==> config.mk <==
export PLATFORM = sky130hd
export DESIGN_NAME = btn_debouncer_multi_flat
export DESIGN_NICKNAME = d
export VERILOG_FILES = /design/src/rtl/btn_debouncer_multi_pkg.sv /design/src/rtl/btn_debouncer_multi_if.sv /design/src/rtl/btn_debouncer_multi_ch.sv /design/src/rtl/btn_debouncer_multi.sv /design/src/flat_wrapper.sv
export SDC_FILE = /design/constraint.sdc
export NUM_CORES = 1
export LEC_CHECK = 0
export CORE_MARGIN = 10
export CORE_UTILIZATION = 45
export DETAILED_ROUTE_END_ITERATION = 8
export PLACE_DENSITY = 0.64
export SLEW_MARGIN = 40
export SYNTH_ARGS = -nofsm -noshare
export SYNTH_HDL_FRONTEND = slang
export SYNTH_SLANG_ARGS = --single-unit
export TNS_END_PERCENT = 10
==> constraint.sdc <==
create_clock -name clk_50m -period 3.15 [get_ports clk_50m]
set_input_delay 0.315 -clock clk_50m [delete_from_list [all_inputs] [get_ports clk_50m]]
set_output_delay 0.315 -clock clk_50m [all_outputs]
set_load 0.02 [all_outputs]
==> src/rtl/btn_debouncer_multi_pkg.sv <==
// Shared constants and types for the multi-channel button debouncer.
// Defaults are derived from the 50 MHz board clock:
//   stability window 20 cycles, repeat delay 0.5 s, repeat period 0.1 s.
package btn_debouncer_multi_pkg;

  localparam int CLK_HZ            = 50_000_000;
  localparam int DEF_STABLE_CYCLES = 20;
  localparam int DEF_REPEAT_DELAY  = CLK_HZ / 2;   // 0.5 s
  localparam int DEF_REPEAT_PERIOD = CLK_HZ / 10;  // 0.1 s

  typedef enum logic [1:0] {
    RPT_IDLE  = 2'd0,
    RPT_DELAY = 2'd1,
    RPT_RUN   = 2'd2
  } rpt_state_e;

  function automatic int max2(input int a, input int b);
    return (a > b) ? a : b;
  endfunction

  // Width able to hold 0..n-1; never below 1 bit.
  function automatic int cnt_width(input int n);
    return (n > 1) ? $clog2(n) : 1;
  endfunction

endpackage

==> src/rtl/btn_debouncer_multi_if.sv <==
// Button bundle between the board pins and the game-control logic.
//   btn_in      : raw asynchronous inputs, bit i = channel i
//   btn_level   : debounced level
//   btn_press   : 1-cycle pulse on debounced 0->1
//   btn_release : 1-cycle pulse on debounced 1->0
//   btn_repeat  : 1-cycle auto-repeat pulses while held
// master = the side driving the pins (board / bench), slave = the debouncer.
interface btn_debouncer_multi_if #(
  parameter int NUM_CH = 5
);
  logic [NUM_CH-1:0] btn_in;
  logic [NUM_CH-1:0] btn_level;
  logic [NUM_CH-1:0] btn_press;
  logic [NUM_CH-1:0] btn_release;
  logic [NUM_CH-1:0] btn_repeat;

  modport master (
    output btn_in,
    input  btn_level, btn_press, btn_release, btn_repeat
  );

  modport slave (
    input  btn_in,
    output btn_level, btn_press, btn_release, btn_repeat
  );
endinterface

==> src/rtl/btn_debouncer_multi_ch.sv <==
// One debouncer channel: 2-flop synchroniser, stability filter, registered
// press/release pulses and an optional hold-to-repeat FSM.
// Ports:
//   clk_50m, rst_n (async active low)
//   btn_in      : raw pin
//   btn_level   : debounced level
//   btn_press   : pulse with the first cycle of level=1
//   btn_release : pulse with the first cycle of level=0
//   btn_repeat  : auto-repeat pulses (tied 0 when REPEAT_EN=0)
module btn_debounce_ch
  import btn_debouncer_multi_pkg::*;
#(
  parameter int STABLE_CYCLES = DEF_STABLE_CYCLES,
  parameter int REPEAT_EN     = 0,
  parameter int REPEAT_DELAY  = DEF_REPEAT_DELAY,
  parameter int REPEAT_PERIOD = DEF_REPEAT_PERIOD
) (
  input  logic clk_50m,
  input  logic rst_n,
  input  logic btn_in,
  output logic btn_level,
  output logic btn_press,
  output logic btn_release,
  output logic btn_repeat
);

  localparam int              CNT_W   = cnt_width(STABLE_CYCLES);
  localparam logic [CNT_W-1:0] CNT_TOP = CNT_W'(STABLE_CYCLES - 1);

  logic             s1_q, s1_d, s2_q, s2_d;
  logic             cand_q, cand_d;
  logic [CNT_W-1:0] cnt_q, cnt_d;
  logic             level_q, level_d;
  logic             press_q, press_d;
  logic             release_q, release_d;

  // Any disagreement with the candidate restarts the window; once the window
  // is full the counter saturates and the candidate is committed (once).
  always_comb begin
    s1_d      = btn_in;
    s2_d      = s1_q;
    cand_d    = cand_q;
    cnt_d     = cnt_q;
    level_d   = level_q;
    press_d   = 1'b0;
    release_d = 1'b0;
    if (s2_q != cand_q) begin
      cand_d = s2_q;
      cnt_d  = '0;
    end else if (cnt_q == CNT_TOP) begin
      if (cand_q != level_q) begin
        level_d   = cand_q;
        press_d   = cand_q;
        release_d = ~cand_q;
      end
    end else begin
      cnt_d = cnt_q + 1'b1;
    end
  end

  always_ff @(posedge clk_50m or negedge rst_n) begin
    if (!rst_n) begin
      s1_q      <= 1'b0;
      s2_q      <= 1'b0;
      cand_q    <= 1'b0;
      cnt_q     <= '0;
      level_q   <= 1'b0;
      press_q   <= 1'b0;
      release_q <= 1'b0;
    end else begin
      s1_q      <= s1_d;
      s2_q      <= s2_d;
      cand_q    <= cand_d;
      cnt_q     <= cnt_d;
      level_q   <= level_d;
      press_q   <= press_d;
      release_q <= release_d;
    end
  end

  assign btn_level   = level_q;
  assign btn_press   = press_q;
  assign btn_release = release_q;

  generate
    if (REPEAT_EN != 0) begin : g_rpt
      localparam int               RPT_W   = cnt_width(max2(REPEAT_DELAY, REPEAT_PERIOD));
      localparam logic [RPT_W-1:0] DLY_TOP = RPT_W'(REPEAT_DELAY - 1);
      localparam logic [RPT_W-1:0] PER_TOP = RPT_W'(REPEAT_PERIOD - 1);

      rpt_state_e       st_q, st_d;
      logic [RPT_W-1:0] rcnt_q, rcnt_d;
      logic             rpt_q, rpt_d;

      // Keyed off the same-cycle press/release decisions so the FSM moves on
      // the edge that registers the pulse; release wins and silences repeats.
      always_comb begin
        st_d   = st_q;
        rcnt_d = rcnt_q;
        rpt_d  = 1'b0;
        if (release_d) begin
          st_d   = RPT_IDLE;
          rcnt_d = '0;
        end else if (press_d) begin
          st_d   = RPT_DELAY;
          rcnt_d = '0;
        end else begin
          case (st_q)
            RPT_DELAY: begin
              if (rcnt_q == DLY_TOP) begin
                rpt_d  = 1'b1;
                st_d   = RPT_RUN;
                rcnt_d = '0;
              end else begin
                rcnt_d = rcnt_q + 1'b1;
              end
            end
            RPT_RUN: begin
              if (rcnt_q == PER_TOP) begin
                rpt_d  = 1'b1;
                rcnt_d = '0;
              end else begin
                rcnt_d = rcnt_q + 1'b1;
              end
            end
            default: begin
              st_d   = RPT_IDLE;
              rcnt_d = '0;
            end
          endcase
        end
      end

      always_ff @(posedge clk_50m or negedge rst_n) begin
        if (!rst_n) begin
          st_q   <= RPT_IDLE;
          rcnt_q <= '0;
          rpt_q  <= 1'b0;
        end else begin
          st_q   <= st_d;
          rcnt_q <= rcnt_d;
          rpt_q  <= rpt_d;
        end
      end

      assign btn_repeat = rpt_q;
    end else begin : g_no_rpt
      assign btn_repeat = 1'b0;
    end
  endgenerate

endmodule

==> src/rtl/btn_debouncer_multi.sv <==
// N-channel push-button / switch debouncer in the clk_50m domain.
// Ports:
//   clk_50m : 50 MHz system clock
//   rst_n   : asynchronous active-low reset
//   bus     : slave side of btn_debouncer_multi_if (raw in, debounced out)
// Channels are fully independent; each is one btn_debounce_ch instance.
module btn_debouncer_multi
  import btn_debouncer_multi_pkg::*;
#(
  parameter int NUM_CH        = 5,
  parameter int STABLE_CYCLES = DEF_STABLE_CYCLES,
  parameter int REPEAT_EN     = 0,
  parameter int REPEAT_DELAY  = DEF_REPEAT_DELAY,
  parameter int REPEAT_PERIOD = DEF_REPEAT_PERIOD
) (
  input  logic                  clk_50m,
  input  logic                  rst_n,
  btn_debouncer_multi_if.slave  bus
);

  generate
    if (NUM_CH < 1) begin : g_bad_nch
      $error("btn_debouncer_multi: NUM_CH must be >= 1");
    end
    if (STABLE_CYCLES < 2) begin : g_bad_stable
      $error("btn_debouncer_multi: STABLE_CYCLES must be >= 2");
    end
    if (REPEAT_EN != 0 && REPEAT_DELAY < 1) begin : g_bad_dly
      $error("btn_debouncer_multi: REPEAT_DELAY must be >= 1");
    end
    if (REPEAT_EN != 0 && REPEAT_PERIOD < 1) begin : g_bad_per
      $error("btn_debouncer_multi: REPEAT_PERIOD must be >= 1");
    end
  endgenerate

  logic [NUM_CH-1:0] level_w, press_w, release_w, repeat_w;

  generate
    for (genvar g = 0; g < NUM_CH; g++) begin : g_ch
      btn_debounce_ch #(
        .STABLE_CYCLES (STABLE_CYCLES),
        .REPEAT_EN     (REPEAT_EN),
        .REPEAT_DELAY  (REPEAT_DELAY),
        .REPEAT_PERIOD (REPEAT_PERIOD)
      ) u_ch (
        .clk_50m     (clk_50m),
        .rst_n       (rst_n),
        .btn_in      (bus.btn_in[g]),
        .btn_level   (level_w[g]),
        .btn_press   (press_w[g]),
        .btn_release (release_w[g]),
        .btn_repeat  (repeat_w[g])
      );
    end
  endgenerate

  assign bus.btn_level   = level_w;
  assign bus.btn_press   = press_w;
  assign bus.btn_release = release_w;
  assign bus.btn_repeat  = repeat_w;

endmodule

==> src/flat_wrapper.sv <==
// flat-port wrapper written by rule: the top's interface ports become plain ports
module btn_debouncer_multi_flat import btn_debouncer_multi_pkg::*;
#(
  parameter int NUM_CH        = 5,
  parameter int STABLE_CYCLES = DEF_STABLE_CYCLES,
  parameter int REPEAT_EN     = 0,
  parameter int REPEAT_DELAY  = DEF_REPEAT_DELAY,
  parameter int REPEAT_PERIOD = DEF_REPEAT_PERIOD
)
  (clk_50m, rst_n, bus_btn_in, bus_btn_level, bus_btn_press, bus_btn_release, bus_btn_repeat);
  btn_debouncer_multi_if #(.NUM_CH(NUM_CH)) bus_i ();
  input  logic clk_50m;
  input  logic rst_n;
  input wire logic [$bits(bus_i.btn_in)-1:0] bus_btn_in;
  output wire logic [$bits(bus_i.btn_level)-1:0] bus_btn_level;
  output wire logic [$bits(bus_i.btn_press)-1:0] bus_btn_press;
  output wire logic [$bits(bus_i.btn_release)-1:0] bus_btn_release;
  output wire logic [$bits(bus_i.btn_repeat)-1:0] bus_btn_repeat;
  assign bus_i.btn_in = bus_btn_in;
  assign bus_btn_level = bus_i.btn_level;
  assign bus_btn_press = bus_i.btn_press;
  assign bus_btn_release = bus_i.btn_release;
  assign bus_btn_repeat = bus_i.btn_repeat;
  btn_debouncer_multi #(.NUM_CH(NUM_CH), .STABLE_CYCLES(STABLE_CYCLES), .REPEAT_EN(REPEAT_EN), .REPEAT_DELAY(REPEAT_DELAY), .REPEAT_PERIOD(REPEAT_PERIOD)) u_core (.clk_50m(clk_50m), .rst_n(rst_n), .bus(bus_i));
endmodule
======== After elaboration in Yosys (flattened, before gate mapping) ========
Index checks and enable logic that the tools add are counted.
cells by class
  multiplexer cells ....................... 40
  reductions and logical operators ........ 5
  equality and inequality tests ........... 20
  add/subtract/negate cells ............... 5
  bitwise logic cells ..................... 10
operators by type and width
  cell                   number
  $mux W5                10
  $mux W1                30
  $add A5 B1 Y5 const B  5
  $eq A5 B5 Y1 const B   5
  $reduce_and A3 Y1      5
  $ne A1 B1 Y1           10
  $ne A2 B2 Y1 const B   5
  $not A1 Y1             10
word-level totals
  word-level logic and storage cells ...... 115
  flip-flop bits (word level) ............. 55

======== Longest topological paths before layout ========
  word-level depth ........................ 4
  depth in mapped cells ................... 5

======== Hierarchy ========
From an unflattened synthesis, not the netlist that was laid out.
unflattened totals
  cell total of the unflattened synthesis .. 220
  area total of the unflattened synthesis .. 2646.3 um^2
by module, submodules not included
  module           times used  area an instance (um^2)  cells an instance  sequential area each (um^2)
  btn_debounce_ch  5           529.3                    44                 275.3

======== Least setup slack after synthesis ========
Ideal clock, no wire load.
  path kind ............................... register to register
  start point ............................. reg u_core.g_ch[2].u_ch.cnt_q[0]
  end point ............................... reg u_core.g_ch[2].u_ch.cnt_q[1]
  path buffers ............................ 1
  arrival ................................. 1.169 ns
  library setup time ...................... 0.130 ns
  period minus slack after synthesis ...... 1.299 ns
  cell stages (with the launch flop) ...... 6
  path slack .............................. 1.851 ns
  data required time ...................... 3.020 ns
  cell sequence ........................... dfrtp_1 > ha_1 > nor4bb_1 > buf_4 > mux2i_1 > nor2_2
between the ends
  longest elaborated chain between the ends .. 3
  elaborated cells on any way between the ends .. 5
  classes of those cells .................. 1 x add/sub; 2 x eq/ne; 2 x mux
ends and longest elaborated chain
  element                 line                          source
  from (decl)             btn_debouncer_multi_ch.sv:32  logic [CNT_W-1:0] cnt_q, cnt_d;
  from (signal assigned)  btn_debouncer_multi_ch.sv:74  cnt_q <= cnt_d;
  $add A5 B1 Y5           btn_debouncer_multi_ch.sv:57  cnt_d = cnt_q + 1'b1;
  $mux W5                 btn_debouncer_multi_ch.sv:50  end else if (cnt_q == CNT_TOP) begin
  $mux W5                 btn_debouncer_multi_ch.sv:47  if (s2_q != cand_q) begin
Several ways; a longest one is shown, not always the timed one. The select of a mux whose other input is x is not followed.
A chain may end at the register's enable or synchronous reset.

======== Worst setup path after layout ========
  start point ............................. reg u_core.g_ch[0].u_ch.level_q
  end point ............................... out bus_btn_level[0]
RTL lines
  element                 line                          source
  from (decl)             btn_debouncer_multi_ch.sv:33  logic level_q, level_d;
  from (signal assigned)  btn_debouncer_multi_ch.sv:75  level_q <= level_d;
  to (decl)               flat_wrapper.sv:15            output wire logic [$bits(bus_i.btn_level)-1:0] bus_btn_level;
No word-level cell between the ends.

==> summary.md <==
| Metric | Value |
|---|---|
| Setup Buffers After CTS | `0` |
| First-pass GRT wire length | `6370 um` |
| Nets@finish | `254` |
| Final cell utilization of the core | `50.9%` |
| Critical-path top delay cell | `clkdlybuf4s50_1` |
| Pwr dens | `455 nW/um2` |
| Core area | `5540 um2` |
| Critical path data arrival time | `1.35 ns` |
| DR vias | `1450` |
| Critical R2R Launch | `u_core.g_ch[2].u_ch.cnt_q[0]$_DFFE_PN0P_` |
| Mux cell area share after synthesis | `1.16%` |
| Sequential area share after synthesis | `53.3%` |
| Max Fanout on Critical Path | `5` |
| Num Clock Sinks | `55` |
| Finish-stage setup viols | `0` |
| Grt total ovfl | `0` |
| Worst hold slack | `0.353 ns` |
| Crit path buf inv count | `1` |
| Area fraction in compound gates after synthesis | `4.36%` |
| Peak supply drop | `0.221 mV` |
| Initial antenna violation count | `0` |
| Drt total wl | `3760 um` |
| DRC Markers | `0` |
| Die ar. | `9160 um2` |
| Worst reg-to-reg path cell count | `5` |
| DIE WIDTH | `95.7 um` |
| Xor-xnor portion of the synthesized cell area | `9.84%` |
| Max clock buf depth | `2` |
| Pins Over Slew Limit | `0` |
| Syn avg cell area | `11.6 um2` |
| Largest family of logic cells by synthesized area | `simple AND/OR/NAND/NOR gates` |
| Status | `completed` |
| Initial core utilization | `46.6%` |
| Gr usage total | `8.75%` |
| Die Y-Extent | `95.7 um` |
| Synth Area in Simple Gates | `14.7%` |
| Reg clk slew, reported paths | `0.09 ns` |
| Synth Area in Adders | `7.27%` |
| Worst Setup Path Type | `register to primary output` |
| Top delay family on crit path | `buffers and inverters` |
| Placer Congestion | `0.757` |
| First-pass DRT Iterations | `3` |
| CTS HTree Levels | `2` |
| Mapped Area | `2580 um2` |
| Number of max-cap violations | `0` |
| Buffers on Ports | `21` |
| Netlist cell types | `26` |
| Cells after Synth | `223` |
| Unrepaired setup endpoints after global routing | `no` |
| Fin crit share | `52.9%` |
| Antenna cells | `0` |
| Final Hold Vio Count | `0` |
| Hold Crit Start | `u_core.g_ch[0].u_ch.s1_q$_DFF_PN0_` |
| Clock period minus worst slack | `1.67 ns` |
| Hold path cells | `0` |
| FF-to-FF setup slack | `1.74 ns` |
| Post-DRT Antenna Nets | `0` |
| Share of layout cells above drive strength 1 | `10.3%` |
| Dpl hpwl | `2750 um` |
| Worst setup EP type | `primary output` |
| Reg2reg end | `u_core.g_ch[2].u_ch.cnt_q[1]$_DFFE_PN0P_` |
| CTS tree | `built` |
| Skew final | `0.00458 ns` |
| HP Class | `register to register` |
| Via density | `4.75` |
| Max Clk Rate | `0.600 GHz` |
| LEAKAGE | `1.33 nW` |
| CP peak stage delay | `0.63 ns` |
| Largest net degree at the start of global routing | `37` |
| Setup TNS after final layout | `0 ns` |
| Hold EP | `u_core.g_ch[0].u_ch.s2_q$_DFF_PN0_` |
| CP Launch Type | `register` |
| Cell Rows | `27` |
| Vias in the first global route | `1484` |
| Root Driver | `clkbuf_8` |
| Seq cells post-synth | `55` |
| I/O pin cnt | `27` |
| Average wire per standard cell | `12.3 um` |
| Starting DRT DRC Count | `42` |
| Clock Latency Late Sink | `0.30 ns` |
| TritonCTS buffer count | `5` |
| YS warnings | `0` |
| P&R area growth vs syn | `9.41%` |
| CP Data Required Time | `2.83 ns` |
| Critical Path, Cell by Cell | `clkdlybuf4s50_1` |
## layer usage
layer	vias to the layer above	GRT usage [%]	part of all wire [%]	wire [um]
met5	-	0	0	0
met4	0	3.56	1.3	48
met3	4	3.11	6.4	240
met2	23	15.0	48	1820
met1	697	9.72	44	1660
li1	726	-	-	-
## state kept, by name (all words and copies together), names as in the netlist
register,cells
u_core.g_ch.u_ch.btn_level,5
u_core.g_ch.u_ch.btn_release,5
u_core.g_ch.u_ch.cnt_q,25
u_core.g_ch.u_ch.cand_q,5
u_core.g_ch.u_ch.s1_q,5
u_core.g_ch.u_ch.btn_press,5
u_core.g_ch.u_ch.s2_q,5
## stage by stage
stage	total power [W]	cells	area, um2	setup WS (ns)
floorplan	0.000892	227	2590	1.85
finish	0.00128	305	2820	1.48
global route	0.00136	305	2820	1.42
detailed placement	0.000933	296	2730	1.73
global placement	0.000926	296	2730	1.80
CTS	0.00130	304	2810	1.46
## area by class of cell
class | instances | area (um2)
clock buffer | 7 | 76.3
fill | 529 | 2720
timing repair buffer | 26 | 248
multi-input combinational | 132 | 982
sequential | 55 | 1380
clock inverter | 1 | 5.00
inverter | 12 | 45.0
tap | 72 | 90.1
## power breakdown
part	leakage, nW	switching [W]	internal, W
logic	0.567	0.0000674	0.0000601
registers	0.721	0.0000429	0.000746
clock network	0.0422	0.000212	0.000157
total	1.33	0.000322	0.000963
## synthesized netlist by cell type
cell type / number / share of area, %
dfrtp_1: 55 / 53
buf_4: 23 / 6.7
nor2_1: 22 / 3.2
xor2_1: 18 / 6.1
ha_1: 15 / 7.3
inv_1: 12 / 1.7
xnor2_1: 11 / 3.7
nand3_1: 10 / 1.9
a21oi_1: 8 / 1.6
and3_1: 6 / 1.5
clkbuf_1: 5 / 0.73
nand2_1: 5 / 0.73
and3_2: 4 / 1.2
nand2b_1: 4 / 0.97
a2bb2oi_2: 3 / 1.7
mux2i_1: 3 / 1.2
nand3b_2: 3 / 1.3
nor4bb_1: 3 / 1.2
a31oi_1: 2 / 0.48
and4bb_2: 2 / 0.97
nand4bb_1: 2 / 0.87
nor3_1: 2 / 0.39
o31ai_1: 2 / 0.58
conb_1: 1 / 0.15
nand3b_1: 1 / 0.29
nor2_2: 1 / 0.24
## worst max-delay path by stage
stage                     depth (start not counted)  slack [ns]                                       from                                  endpoint
after floorplan                                   5        1.85   u_core.g_ch[2].u_ch.cnt_q[0]$_DFFE_PN0P_  u_core.g_ch[2].u_ch.cnt_q[1]$_DFFE_PN0P_
after global placement                            5        1.80   u_core.g_ch[2].u_ch.cnt_q[0]$_DFFE_PN0P_  u_core.g_ch[2].u_ch.cnt_q[1]$_DFFE_PN0P_
after detailed placement                          5        1.73   u_core.g_ch[2].u_ch.cnt_q[0]$_DFFE_PN0P_  u_core.g_ch[2].u_ch.cnt_q[1]$_DFFE_PN0P_
after CTS                                         1        1.46  u_core.g_ch[1].u_ch.btn_level$_DFFE_PN0P_                          bus_btn_level[1]
after global routing                              1        1.42  u_core.g_ch[1].u_ch.btn_level$_DFFE_PN0P_                          bus_btn_level[1]
final                                             1        1.48  u_core.g_ch[0].u_ch.btn_level$_DFFE_PN0P_                          bus_btn_level[0]
## cell usage in the layout (no fill, tap or decap), types with 2 or more instances in the layout
master,count
dfrtp_1,55
nor2_1,22
clkdlybuf4s50_1,20
xor2_1,18
ha_1,15
inv_1,12
xnor2_1,11
nand3_1,10
a21oi_1,8
and3_1,6
nand2_1,5
conb_1,5
clkbuf_8,5
buf_4,5
and3_2,4
nand2b_1,4
nor4bb_1,3
mux2i_1,3
nand3b_2,3
a2bb2oi_2,3
and4bb_2,2
nand4bb_1,2
o31ai_1,2
a31oi_1,2
nor3_1,2
clkbuf_1,2
## cell families after synthesis
logic type / count (synthesis)
AOI/OAI and AO/OA: 15
xor gates and xnor gates: 29
adders and majority gates: 15
buffers and inverters: 40
DFF: 55
muxes: 3
other: 1
and+or+nand+nor: 65
## timing repair
item | CTS | global route
resized for setup | 0 | 0
endpoints found under the hold margin | 0 | 33
hold buffers | 0 | 1
(Power assumes the default switching activity.)
